**config.mk**
```make
export PLATFORM = sky130hd
export DESIGN_NAME = chg_list_feeder_flat
export DESIGN_NICKNAME = d
export VERILOG_FILES = /design/src/rtl/jacobi_pkg.sv /design/src/rtl/chg_list_feeder_if.sv /design/src/rtl/chg_list_feeder.sv /design/src/flat_wrapper.sv
export SDC_FILE = /design/constraint.sdc
export NUM_CORES = 1
export LEC_CHECK = 0
export CAP_MARGIN = 0
export CORE_MARGIN = 1.5
export CORE_UTILIZATION = 44
export CTS_CLUSTER_SIZE = 16
export DETAILED_ROUTE_END_ITERATION = 8
export PLACE_DENSITY_LB_ADDON = 0.1
export SYNTH_ARGS = -nofsm -noshare
export SYNTH_HDL_FRONTEND = slang
export SYNTH_SLANG_ARGS = --single-unit
```
**constraint.sdc**
```tcl
create_clock -name clock -period 3.9 [get_ports clock]
set_clock_uncertainty 0.15 [all_clocks]
set_input_delay 0.585 -clock clock [delete_from_list [all_inputs] [get_ports clock]]
set_output_delay 0.585 -clock clock [all_outputs]
set_load 0.005 [all_outputs]
```
**src/rtl/jacobi_pkg.sv**
```systemverilog
// jacobi_pkg: definitions shared by the Jacobi-solver Y-matrix change path.
//   - ENTRY_W and the bit positions of the change-entry fields
//     (row, col, real, img) inside one change-list SRAM word
//   - the FP24 zero-test mask and helper (sign bit ignored, so +0 and -0 match)
//   - chg_feed_state_t, the state encoding of chg_list_feeder
package jacobi_pkg;

  localparam int ENTRY_W  = 80;

  localparam int ROW_LSB  = 64;
  localparam int ROW_W    = 16;
  localparam int COL_LSB  = 48;
  localparam int COL_W    = 16;
  localparam int REAL_LSB = 24;
  localparam int REAL_W   = 24;
  localparam int IMG_LSB  = 0;
  localparam int IMG_W    = 24;

  // FP24: bit 23 is the sign; everything below it must be zero for +-0.
  localparam logic [23:0] FP24_MAG_MASK = 24'h7F_FFFF;

  typedef enum logic [2:0] {
    ST_IDLE  = 3'd0,
    ST_READ  = 3'd1,
    ST_LATCH = 3'd2,
    ST_HOLD  = 3'd3,
    ST_ADV   = 3'd4,
    ST_FIN   = 3'd5
  } chg_feed_state_t;

  function automatic logic isFp24Zero(input logic [23:0] value);
    return (value & FP24_MAG_MASK) == 24'h0;
  endfunction

endpackage

```
**src/rtl/chg_list_feeder_if.sv**
```systemverilog
// chg_list_feeder_if: bundle between the change-list feeder, the change-list
// SRAM read port, the controller that starts a pass, and the Y-update block.
//   in_start / in_chgCount   pass start pulse and entry count
//   op_chgReadAddr/En        SRAM read request; in_chgReadData returns a cycle later
//   op_chg* / op_chgValid    presented entry and its valid flag
//   in_chgDone               completion pulse from the Y write-back path
//   op_busy / op_allDone     pass status; op_allDone pulses once per pass
//   op_entryIdx/op_skipCount index of the presented entry, entries skipped
//   dbgState                 current feeder FSM state (observation only)
// Modports: master = feeder side, slave = environment side.
//
// Handshake: op_chgValid is raised with a new entry and then op_chg* and
// op_entryIdx stay frozen. A one-cycle in_chgDone sampled while the entry is
// held retires it; op_chgValid drops on the next cycle. in_chgDone seen at
// any other time has no effect.
interface chg_list_feeder_if
  import jacobi_pkg::*;
#(
  parameter int ADDR_W  = 10,
  parameter int ENTRY_W = 80
);
  logic                in_start;
  logic [ADDR_W:0]     in_chgCount;
  logic [ENTRY_W-1:0]  in_chgReadData;
  logic                in_chgDone;
  logic [ADDR_W-1:0]   op_chgReadAddr;
  logic                op_chgReadEn;
  logic [15:0]         op_chgRow;
  logic [15:0]         op_chgCol;
  logic [23:0]         op_chgReal;
  logic [23:0]         op_chgImg;
  logic                op_chgValid;
  logic                op_busy;
  logic                op_allDone;
  logic [ADDR_W-1:0]   op_entryIdx;
  logic [ADDR_W:0]     op_skipCount;
  chg_feed_state_t     dbgState;

  modport master (
    input  in_start, in_chgCount, in_chgReadData, in_chgDone,
    output op_chgReadAddr, op_chgReadEn, op_chgRow, op_chgCol, op_chgReal,
           op_chgImg, op_chgValid, op_busy, op_allDone, op_entryIdx,
           op_skipCount, dbgState
  );

  modport slave (
    output in_start, in_chgCount, in_chgReadData, in_chgDone,
    input  op_chgReadAddr, op_chgReadEn, op_chgRow, op_chgCol, op_chgReal,
           op_chgImg, op_chgValid, op_busy, op_allDone, op_entryIdx,
           op_skipCount, dbgState
  );
endinterface

```
**src/rtl/chg_list_feeder.sv**
```systemverilog
// chg_list_feeder: walks the change-list SRAM and presents one entry at a
// time to the Y-update block, holding it until the write-back reports done.
// Ports:
//   clock  rising-edge clock
//   reset  asynchronous active-low reset, clears all state and outputs
//   bus    chg_list_feeder_if.master (start/count, SRAM read, entry outputs,
//          done handshake, status and debug state)
// Build option: CHG_FEEDER_SKIP_ZERO_EN -- when defined, entries whose real
// and img are both +-0 are latched but not presented and are counted in
// op_skipCount; when undefined every entry is presented and op_skipCount
// stays 0.
module chg_list_feeder
  import jacobi_pkg::*;
#(
  parameter int ADDR_W  = 10,
  parameter int ENTRY_W = jacobi_pkg::ENTRY_W
) (
  input  logic              clock,
  input  logic              reset,
  chg_list_feeder_if.master bus
);

  chg_feed_state_t     state;
  logic [ADDR_W-1:0]   ptr;
  logic [ADDR_W:0]     count;
  logic [ADDR_W:0]     skipCount;
  logic [ADDR_W:0]     ptrNext;
  logic [ENTRY_W-1:0]  rdData;

  logic                readEn;
  logic [15:0]         chgRow;
  logic [15:0]         chgCol;
  logic [23:0]         chgReal;
  logic [23:0]         chgImg;
  logic                chgValid;
  logic                busy;
  logic                allDone;
  logic [ADDR_W-1:0]   entryIdx;

  assign rdData  = bus.in_chgReadData;
  // One bit wider than ptr so a full list of 2^ADDR_W entries ends cleanly.
  assign ptrNext = {1'b0, ptr} + {{ADDR_W{1'b0}}, 1'b1};

`ifdef CHG_FEEDER_SKIP_ZERO_EN
  logic entryZero;
  assign entryZero = isFp24Zero(rdData[REAL_LSB +: REAL_W]) &&
                     isFp24Zero(rdData[IMG_LSB +: IMG_W]);
`endif

  always_ff @(posedge clock or negedge reset) begin
    if (!reset) begin
      state     <= ST_IDLE;
      ptr       <= '0;
      count     <= '0;
      skipCount <= '0;
      readEn    <= 1'b0;
      chgRow    <= '0;
      chgCol    <= '0;
      chgReal   <= '0;
      chgImg    <= '0;
      chgValid  <= 1'b0;
      busy      <= 1'b0;
      allDone   <= 1'b0;
      entryIdx  <= '0;
    end else begin
      // Strobes are asserted only on the transition into their state.
      readEn  <= 1'b0;
      allDone <= 1'b0;
      case (state)
        ST_IDLE: begin
          if (bus.in_start) begin
            count     <= bus.in_chgCount;
            ptr       <= '0;
            skipCount <= '0;
            busy      <= 1'b1;
            if (bus.in_chgCount == '0) begin
              allDone <= 1'b1;
              state   <= ST_FIN;
            end else begin
              readEn <= 1'b1;
              state  <= ST_READ;
            end
          end
        end
        ST_READ: begin
          state <= ST_LATCH;
        end
        ST_LATCH: begin
          chgRow   <= rdData[ROW_LSB +: ROW_W];
          chgCol   <= rdData[COL_LSB +: COL_W];
          chgReal  <= rdData[REAL_LSB +: REAL_W];
          chgImg   <= rdData[IMG_LSB +: IMG_W];
          entryIdx <= ptr;
`ifdef CHG_FEEDER_SKIP_ZERO_EN
          if (entryZero) begin
            skipCount <= skipCount + {{ADDR_W{1'b0}}, 1'b1};
            state     <= ST_ADV;
          end else begin
            chgValid <= 1'b1;
            state    <= ST_HOLD;
          end
`else
          chgValid <= 1'b1;
          state    <= ST_HOLD;
`endif
        end
        ST_HOLD: begin
          if (bus.in_chgDone) begin
            chgValid <= 1'b0;
            state    <= ST_ADV;
          end
        end
        ST_ADV: begin
          if (ptrNext == count) begin
            allDone <= 1'b1;
            state   <= ST_FIN;
          end else begin
            ptr    <= ptrNext[ADDR_W-1:0];
            readEn <= 1'b1;
            state  <= ST_READ;
          end
        end
        ST_FIN: begin
          busy  <= 1'b0;
          state <= ST_IDLE;
        end
        default: begin
          state <= ST_IDLE;
        end
      endcase
    end
  end

  assign bus.op_chgReadAddr = ptr;
  assign bus.op_chgReadEn   = readEn;
  assign bus.op_chgRow      = chgRow;
  assign bus.op_chgCol      = chgCol;
  assign bus.op_chgReal     = chgReal;
  assign bus.op_chgImg      = chgImg;
  assign bus.op_chgValid    = chgValid;
  assign bus.op_busy        = busy;
  assign bus.op_allDone     = allDone;
  assign bus.op_entryIdx    = entryIdx;
  assign bus.op_skipCount   = skipCount;
  assign bus.dbgState       = state;

endmodule
```
**src/flat_wrapper.sv**
```systemverilog
// flat-port wrapper written by rule: the top's interface ports become plain ports
module chg_list_feeder_flat import jacobi_pkg::*;
#(
  parameter int ADDR_W  = 10,
  parameter int ENTRY_W = jacobi_pkg::ENTRY_W
)
  (clock, reset, bus_in_start, bus_in_chgCount, bus_in_chgReadData, bus_in_chgDone, bus_op_chgReadAddr, bus_op_chgReadEn, bus_op_chgRow, bus_op_chgCol, bus_op_chgReal, bus_op_chgImg, bus_op_chgValid, bus_op_busy, bus_op_allDone, bus_op_entryIdx, bus_op_skipCount, bus_dbgState);
  chg_list_feeder_if #(.ADDR_W(ADDR_W), .ENTRY_W(ENTRY_W)) bus_i ();
  input  logic clock;
  input  logic reset;
  input wire logic [$bits(bus_i.in_start)-1:0] bus_in_start;
  input wire logic [$bits(bus_i.in_chgCount)-1:0] bus_in_chgCount;
  input wire logic [$bits(bus_i.in_chgReadData)-1:0] bus_in_chgReadData;
  input wire logic [$bits(bus_i.in_chgDone)-1:0] bus_in_chgDone;
  output wire logic [$bits(bus_i.op_chgReadAddr)-1:0] bus_op_chgReadAddr;
  output wire logic [$bits(bus_i.op_chgReadEn)-1:0] bus_op_chgReadEn;
  output wire logic [$bits(bus_i.op_chgRow)-1:0] bus_op_chgRow;
  output wire logic [$bits(bus_i.op_chgCol)-1:0] bus_op_chgCol;
  output wire logic [$bits(bus_i.op_chgReal)-1:0] bus_op_chgReal;
  output wire logic [$bits(bus_i.op_chgImg)-1:0] bus_op_chgImg;
  output wire logic [$bits(bus_i.op_chgValid)-1:0] bus_op_chgValid;
  output wire logic [$bits(bus_i.op_busy)-1:0] bus_op_busy;
  output wire logic [$bits(bus_i.op_allDone)-1:0] bus_op_allDone;
  output wire logic [$bits(bus_i.op_entryIdx)-1:0] bus_op_entryIdx;
  output wire logic [$bits(bus_i.op_skipCount)-1:0] bus_op_skipCount;
  output wire logic [$bits(bus_i.dbgState)-1:0] bus_dbgState;
  assign bus_i.in_start = bus_in_start;
  assign bus_i.in_chgCount = bus_in_chgCount;
  assign bus_i.in_chgReadData = bus_in_chgReadData;
  assign bus_i.in_chgDone = bus_in_chgDone;
  assign bus_op_chgReadAddr = bus_i.op_chgReadAddr;
  assign bus_op_chgReadEn = bus_i.op_chgReadEn;
  assign bus_op_chgRow = bus_i.op_chgRow;
  assign bus_op_chgCol = bus_i.op_chgCol;
  assign bus_op_chgReal = bus_i.op_chgReal;
  assign bus_op_chgImg = bus_i.op_chgImg;
  assign bus_op_chgValid = bus_i.op_chgValid;
  assign bus_op_busy = bus_i.op_busy;
  assign bus_op_allDone = bus_i.op_allDone;
  assign bus_op_entryIdx = bus_i.op_entryIdx;
  assign bus_op_skipCount = bus_i.op_skipCount;
  assign bus_dbgState = bus_i.dbgState;
  chg_list_feeder #(.ADDR_W(ADDR_W), .ENTRY_W(ENTRY_W)) u_core (.clock(clock), .reset(reset), .bus(bus_i));
endmodule
```
==> results of run 1 <==
## per-stage QoR
step | total power, mW | worst slack (ns)
2_1_floorplan | 3.288 | 1.471
3_3_place_gp | 4.570 | 1.085
3_5_place_dp | 4.637 | 0.9456
4_1_cts | 6.179 | 0.9491
5_1_grt | 6.473 | 0.7446
6_report | 6.103 | 0.9207
## Yosys cell counts, types with 5 or more instances
library cell	instances	share of area, %
buf_2	5	0.48
clkbuf_1	12	0.87
o21ai_0	8	0.77
a221o_1	6	1.2
buf_4	13	1.9
mux2_2	91	20
and3_1	8	0.96
nor3_1	8	0.77
nand3_1	9	0.87
a21o_1	5	0.72
nand2_1	45	3.2
dfrtp_1	118	57
xnor2_1	8	1.3
nor2_1	17	1.2
## final timing paths
kind / endpoint / slack, ns / depth (start not counted)
min in group clock: u_core.bus.op_chgValid$_DFFE_PN0P_ / 0.33 / 1
worst min-delay path: u_core.count[9]$_DFFE_PN0P_ / 0.08 / 1
max in group asynchronous: u_core.bus.op_chgImg[10]$_DFFE_PN0P_ / 2.62 / 2
worst max register to register: u_core.bus.op_chgReadAddr[9]$_DFFE_PN0P_ / 0.92 / 8
worst max-delay path: u_core.bus.op_chgReadAddr[9]$_DFFE_PN0P_ / 0.92 / 8
worst min register to register: u_core.bus.op_chgValid$_DFFE_PN0P_ / 0.33 / 1
## sequential cells by signal, summed over array words and instances (netlist names), 3 cells and up
name	count
u_core.bus.dbgState	3
u_core.bus.op_chgCol	16
u_core.bus.op_chgImg	24
u_core.bus.op_chgReadAddr	10
u_core.bus.op_chgReal	24
u_core.bus.op_chgRow	16
u_core.bus.op_entryIdx	10
u_core.count	11
## cell usage in the layout, fill, tap and decap left out, types with 2 or more instances in the layout
cell               n
a211oi_2           2
a21o_1             5
a221o_1            6
and3_1             8
and4_1             2
buf_4              3
bufinv_16          2
clkbuf_1           5
clkbuf_16         17
clkbuf_8           2
clkdlybuf4s50_1  200
clkinv_2           3
clkinvlp_4         2
conb_1            11
dfrtp_1          118
inv_1              3
mux2_2            91
nand2_1           45
nand2b_1           3
nand3_1            9
nor2_1            16
nor2_4             2
nor3_1             8
nor3b_1            4
nor4_1             3
nor4_2             2
o21ai_0            8
xnor2_1            8
xor2_1             4
## where the power goes
| group | total (mW) | internal (mW) | switching, mW |
|---|---|---|---|
| Clock | 1.50 | 0.970 | 0.533 |
| Combinational | 2.51 | 1.61 | 0.897 |
| Sequential | 2.09 | 1.77 | 0.325 |
## per-layer routing
metal	GRT usage (%)	wire, um	vias up
li1	-	-	1826
met1	23.89	4928	1926
met2	34.59	6187	196
met3	10.13	1370	26
met4	10.80	371	0
met5	0	0	-
## area by class of cell
cell class	instances	area, um2	area share [%]
Sequential cell	118	2953	37.68
Multi-Input combinational cell	262	2078	26.52
Timing Repair Buffer	204	2044	26.09
Clock buffer	24	471.7	6.019
Tap cell	143	178.9	2.283
Clock inverter	8	98.84	1.261
Inverter	3	11.26	0.1437
## cell families after synthesis
kind of cell               Yosys count
adders and majority gates            1
AOI/OAI and AO/OA                   35
xor gates and xnor gates            12
and+or+nand+nor                    111
muxes                               92
DFF                                118
buffers and inverters               37
other                                1
## worst max-delay path: stages, from the launching register on
cell and delay [ns]:
dfrtp_1 0.48, ha_1 0.41, nand3_2 0.18, or3_4 0.42, a21oi_2 0.18, nor4_2 0.08
a31oi_4 0.46, nor2_4 0.11, a221o_1 0.37
==> summary.md, run 1 <==
| Metric | Value |
|---|---|
| Synth Area in XOR/XNOR | `2.020%` |
| Setup TNS | `0 ns` |
| Post-Synth Simple-Gate Area | `11.18%` |
| Critical Path Fanout Max | `14` |
| Tcrit/Tclk final | `76.39%` |
| CTS H-tree lvls | `4` |
| Post-place instance area | `0.007266 mm2` |
| Core Box Area | `0.01147 mm2` |
| Fillers | `893` |
| Initial Util | `45.38%` |
| Non-filler cells, final | `762` |
| DRT Pass-1 Iters | `4` |
| Routed Antenna Nets | `0` |
| Peak Freq | `335.6 MHz` |
| Startpoint Class | `register` |
| Max cap viols | `0` |
| Largest net degree at the start of global routing | `73` |
| Synth Instances | `407` |
| Ys async rst share | `100.0%` |
| DP Wirelength | `9275 um` |
| RSZ-0062 raised after global routing | `false` |
| Hold WS | `0.07952 ns` |
| Drc violations | `0` |
| Launch point of the worst path | `u_core.bus.op_chgReadAddr[0]$_DFFE_PN0P_` |
| Netlist cell types | `51` |
| Worst hold path type | `input pin to async pin` |
| Gr usage total | `21.48%` |
| FP Rows | `39` |
| Clk_lat worst skew | `0.41 ns` |
| Clock transition at path regs | `0.05 ns` |
| Drt total wl | `12860 um` |
| Routed via count | `3974` |
| Post-Layout Inst Area | `0.007836 mm2` |
| Die height | `111.8 um` |
| Fin crit period | `2.979 ns` |
| Initial antenna violation count | `0` |
| Drt wl/cell | `16.87 um` |
| Status | `complete, no violations` |
| Die W | `111.8 um` |
| # IOs | `213` |
| Synth Cell Area | `0.005204 mm2` |
| Syn Area/Cell | `12.79 um2` |
| Crit Path Class | `register to register` |
| Leak | `3.323 nW` |
| Vias in the first global route | `4221` |
| Num CTS Buffers | `17` |
| Worst-Margin Slew | `0.7352 ns` |
| Finish-stage setup viols | `0` |
| Synth Area in Compound Gates | `5.674%` |
| FF-to-FF Start | `u_core.bus.op_chgReadAddr[0]$_DFFE_PN0P_` |
| Pwr dens | `778.8 mW/mm2` |
| Largest family of logic cells by synthesized area | `multiplexers` |
| First-pass GRT wire length | `20830 um` |
| Vias per cell | `5.215` |
| Placed insts | `730` |
| Overflow after GRT | `0` |
| Final count of hold timing violations | `0` |
| Area Growth Syn to Fin | `50.59%` |
| Slew headroom | `50.99%` |
| Sequential fraction of the synthesis area | `56.74%` |
| RD Place Congestion | `0.9097` |
| Fin util | `68.34%` |
| Antenna diodes | `0` |
| Final nets | `702` |
| Worst EP arrival | `3.12 ns` |
| Iter 0 DRT Violations | `125` |
| Post-CTS setup buffer count | `0` |
| Critical Path RT | `4.04 ns` |
| CTS Buffer Depth | `2` |
| Number of synthesized register bits | `118` |
| Post-CTS sizing | `0` |
| Number of flops mapped to enable cells by yosys | `0` |
| Worst VDD drop | `0.4337 mV` |
| Synth warn | `0` |
| Root Buffer | `clkbuf_16` |
| Top FF cell, synth | `dfrtp_1` |
| Die ar. | `0.01249 mm2` |
| Post-synthesis mux area share | `19.88%` |
| Nature of the critical path endpoint | `register` |
| PortBufs | `201` |
| Layout cells sized above 1 | `22.13%` |
| CTS tree | `yes` |
| Post-Synth Adder-Cell Area | `0.2404%` |
| Final Max Slew Viols | `0` |
| Clk sink count | `118` |
| Cts hold-fix bufs | `0` |
No activity file was read; power rests on OpenSTA's default activity.
==> inputs of run 2 (changes only) <==
Settings changed: CORE_UTILIZATION 44 to 39.
Clock period 3.9 ns to 2.73 ns, I/O delays scaled along.
==> run 2 against run 1 <==
Net effect: clock power is 52% higher; critical endpoint is now u_core.bus.op_chgReadAddr[5]$_DFFE_PN0P_; final area rose by 2.4%; core utilization decreased by 7.3 points.
==> summary.md, run 2 (synthesis gave the netlist of run 1 again) <==
| Metric | Value |
|---|---|
| Final count of hold timing violations | `0 (unchanged)` |
| CTS H-tree lvls | `4 (unchanged)` |
| Area Growth Syn to Fin | `54.17% (was 50.59%)` |
| Hold WS | `0.3426 ns (was 0.07952 ns)` |
| Fin crit period | `2.585 ns (was 2.979 ns)` |
| Critical Path Fanout Max | `11 (was 14)` |
| Clk sink count | `118 (unchanged)` |
| Die W | `118.5 um (was 111.8 um)` |
| Net Sw Frac | `28.88% (was 28.75%)` |
| Non-filler cells, final | `807 (was 762)` |
| Clk_lat worst skew | `0.41 ns (about the same)` |
| Initial antenna violation count | `0 (unchanged)` |
| Peak Freq | `386.9 MHz (was 335.6 MHz)` |
| Critical Path RT | `2.86 ns (was 4.04 ns)` |
| Multi-input gate area | `0.002081 mm2 (was 0.002078 mm2)` |
| Finish-stage setup viols | `0 (unchanged)` |
| Tcrit/Tclk final | `94.67% (was 76.39%)` |
| Largest net degree at the start of global routing | `58 (was 73)` |
| Clock Power Share | `25.5% (was 24.6%)` |
| CTS Buffer Depth | `2 (unchanged)` |
| Clock transition at path regs | `0.05 ns (about the same)` |
| Pwr dens | `1115 mW/mm2 (was 778.8 mW/mm2)` |
| Commonest non-fill, non-tap cells in the layout | `clkdlybuf4s50_1, dfrtp_1, mux2_2 (unchanged)` |
| DRT Pass-1 Iters | `5 (was 4)` |
| # IOs | `213 (unchanged)` |
| Worst hold path type | `register to register (was input pin to async pin)` |
| Vias in the first global route | `4256 (was 4221)` |
| Sequential share of power | `33.4% (was 34.2%)` |
| CTS tree | `yes (unchanged)` |
| Combinational power share | `41.1% (about the same)` |
| Worst VDD drop | `0.7027 mV (was 0.4337 mV)` |
| Setup TNS | `0 ns (unchanged)` |
| Drt wl/cell | `16.83 um (was 16.87 um)` |
| Routed via count | `3967 (was 3974)` |
| Die height | `118.5 um (was 111.8 um)` |
| First-pass GRT wire length | `22110 um (was 20830 um)` |
| Worst-Margin Slew | `0.6219 ns (was 0.7352 ns)` |
| Slew headroom | `58.54% (was 50.99%)` |
| Drt total wl | `13580 um (was 12860 um)` |
| DP Wirelength | `9823 um (was 9275 um)` |
| Initial Util | `39.61% (was 45.38%)` |
| Routed Antenna Nets | `0 (unchanged)` |
| Iter 0 DRT Violations | `168 (was 125)` |
| Drc violations | `0 (unchanged)` |
| Placed insts | `774 (was 730)` |
| Num CTS Buffers | `17 (unchanged)` |
| Post-CTS setup buffer count | `0 (unchanged)` |
| Storage cell area | `0.002954 mm2 (was 0.002953 mm2)` |
| Final Max Slew Viols | `0 (unchanged)` |
| FP Rows | `42 (was 39)` |
| Root Buffer | `clkbuf_16 (unchanged)` |
| Crit Path Class | `register to register (unchanged)` |
| Leak | `3.403 nW (was 3.323 nW)` |
| Fin util | `61.07% (was 68.34%)` |
| Core Box Area | `0.01314 mm2 (was 0.01147 mm2)` |
| RD Place Congestion | `0.8520 (was 0.9097)` |
| Layout cells sized above 1 | `24.41% (was 22.13%)` |
| Vias per cell | `4.916 (was 5.215)` |
| Sw Pwr | `2.583 mW (was 1.755 mW)` |
| Startpoint Class | `register (unchanged)` |
| Final nets | `714 (was 702)` |
| Antenna diodes | `0 (unchanged)` |
| Gr usage total | `20.30% (was 21.48%)` |
| Most common cell after layout, fill and taps aside | `clkdlybuf4s50_1 (unchanged)` |
| Internal Power | `6.361 mW (was 4.348 mW)` |
| Overflow after GRT | `0 (unchanged)` |
| Fillers | `1097 (was 893)` |
| PortBufs | `201 (unchanged)` |
| Nature of the critical path endpoint | `register (unchanged)` |
| Status | `complete, no violations (unchanged)` |
| Max cap viols | `0 (unchanged)` |
| Die ar. | `0.01404 mm2 (was 0.01249 mm2)` |
| Worst EP arrival | `2.72 ns (was 3.12 ns)` |
==> run 2: final timing paths <==
kind | slack (ns) | start | cells after the start | end
min | 0.34 | u_core.count[5]$_DFFE_PN0P_ | 2 | u_core.count[5]$_DFFE_PN0P_
max reg2reg | 0.15 | u_core.bus.op_chgReadAddr[2]$_DFFE_PN0P_ | 7 | u_core.bus.op_chgReadAddr[5]$_DFFE_PN0P_
min in group asynchronous | 0.42 | reset | 2 | u_core.bus.op_entryIdx[8]$_DFFE_PN0P_
min reg2reg | 0.34 | u_core.count[5]$_DFFE_PN0P_ | 2 | u_core.count[5]$_DFFE_PN0P_
max in group asynchronous | 1.29 | reset | 3 | u_core.bus.op_entryIdx[1]$_DFFE_PN0P_
max | 0.15 | u_core.bus.op_chgReadAddr[2]$_DFFE_PN0P_ | 7 | u_core.bus.op_chgReadAddr[5]$_DFFE_PN0P_
==> run 2: power by group through the flow <==
stage / Sequential (mW) / Combinational [mW] / Clock, mW
global route: 3.10 / 3.96 / 2.42
detailed placement: 3.00 / 3.71 / 0
floorplan: 3.00 / 1.70 / 0
global placement: 2.96 / 3.66 / 0
CTS: 2.99 / 3.73 / 2.33
finish: 2.99 / 3.68 / 2.28
==> run 2: routing by layer <==
layer	track usage [%]	vias up	share of wire [%]
met3	9.508	25	9.0
met1	23.13	1950	39
met2	32.67	158	50
met4	8.886	0	2.8
li1	-	1834	-
met5	0	-	0
==> run 2: what timing repair did <==
action                                  in CTS  in global routing
gates resized for setup                      0                  2
hold buffers                                 1                  0
endpoints found under the setup margin       0                  5
hold endpoints to repair                    44                  0
==> run 2: worst max-delay path: stages, from the launching register on <==
cell	delay (ns)
dfrtp_1	0.56
and3_1	0.29
nand3_1	0.17
xnor2_1	0.21
nor4_2	0.37
a31oi_4	0.20
buf_4	0.20
a221o_1	0.32
==> run 2: final cells by class <==
type / count / share of cell area [%]
sequential: 118 / 36.82
timing repair buffer: 216 / 26.79
multi-input combinational: 262 / 25.94
clock buffer: 20 / 5.692
tap: 176 / 2.745
clock inverter: 12 / 1.871
inverter: 3 / 0.1404
==> run 2: stage by stage <==
stage	setup WS, ns	power, mW	area [um2]
6_report	0.1455	8.944	8023
5_1_grt	-0.001775	9.483	8023
4_1_cts	0.1341	9.056	8019
3_5_place_dp	0.1459	6.708	7402
3_3_place_gp	0.2059	6.623	7402
2_1_floorplan	0.3011	4.698	5241
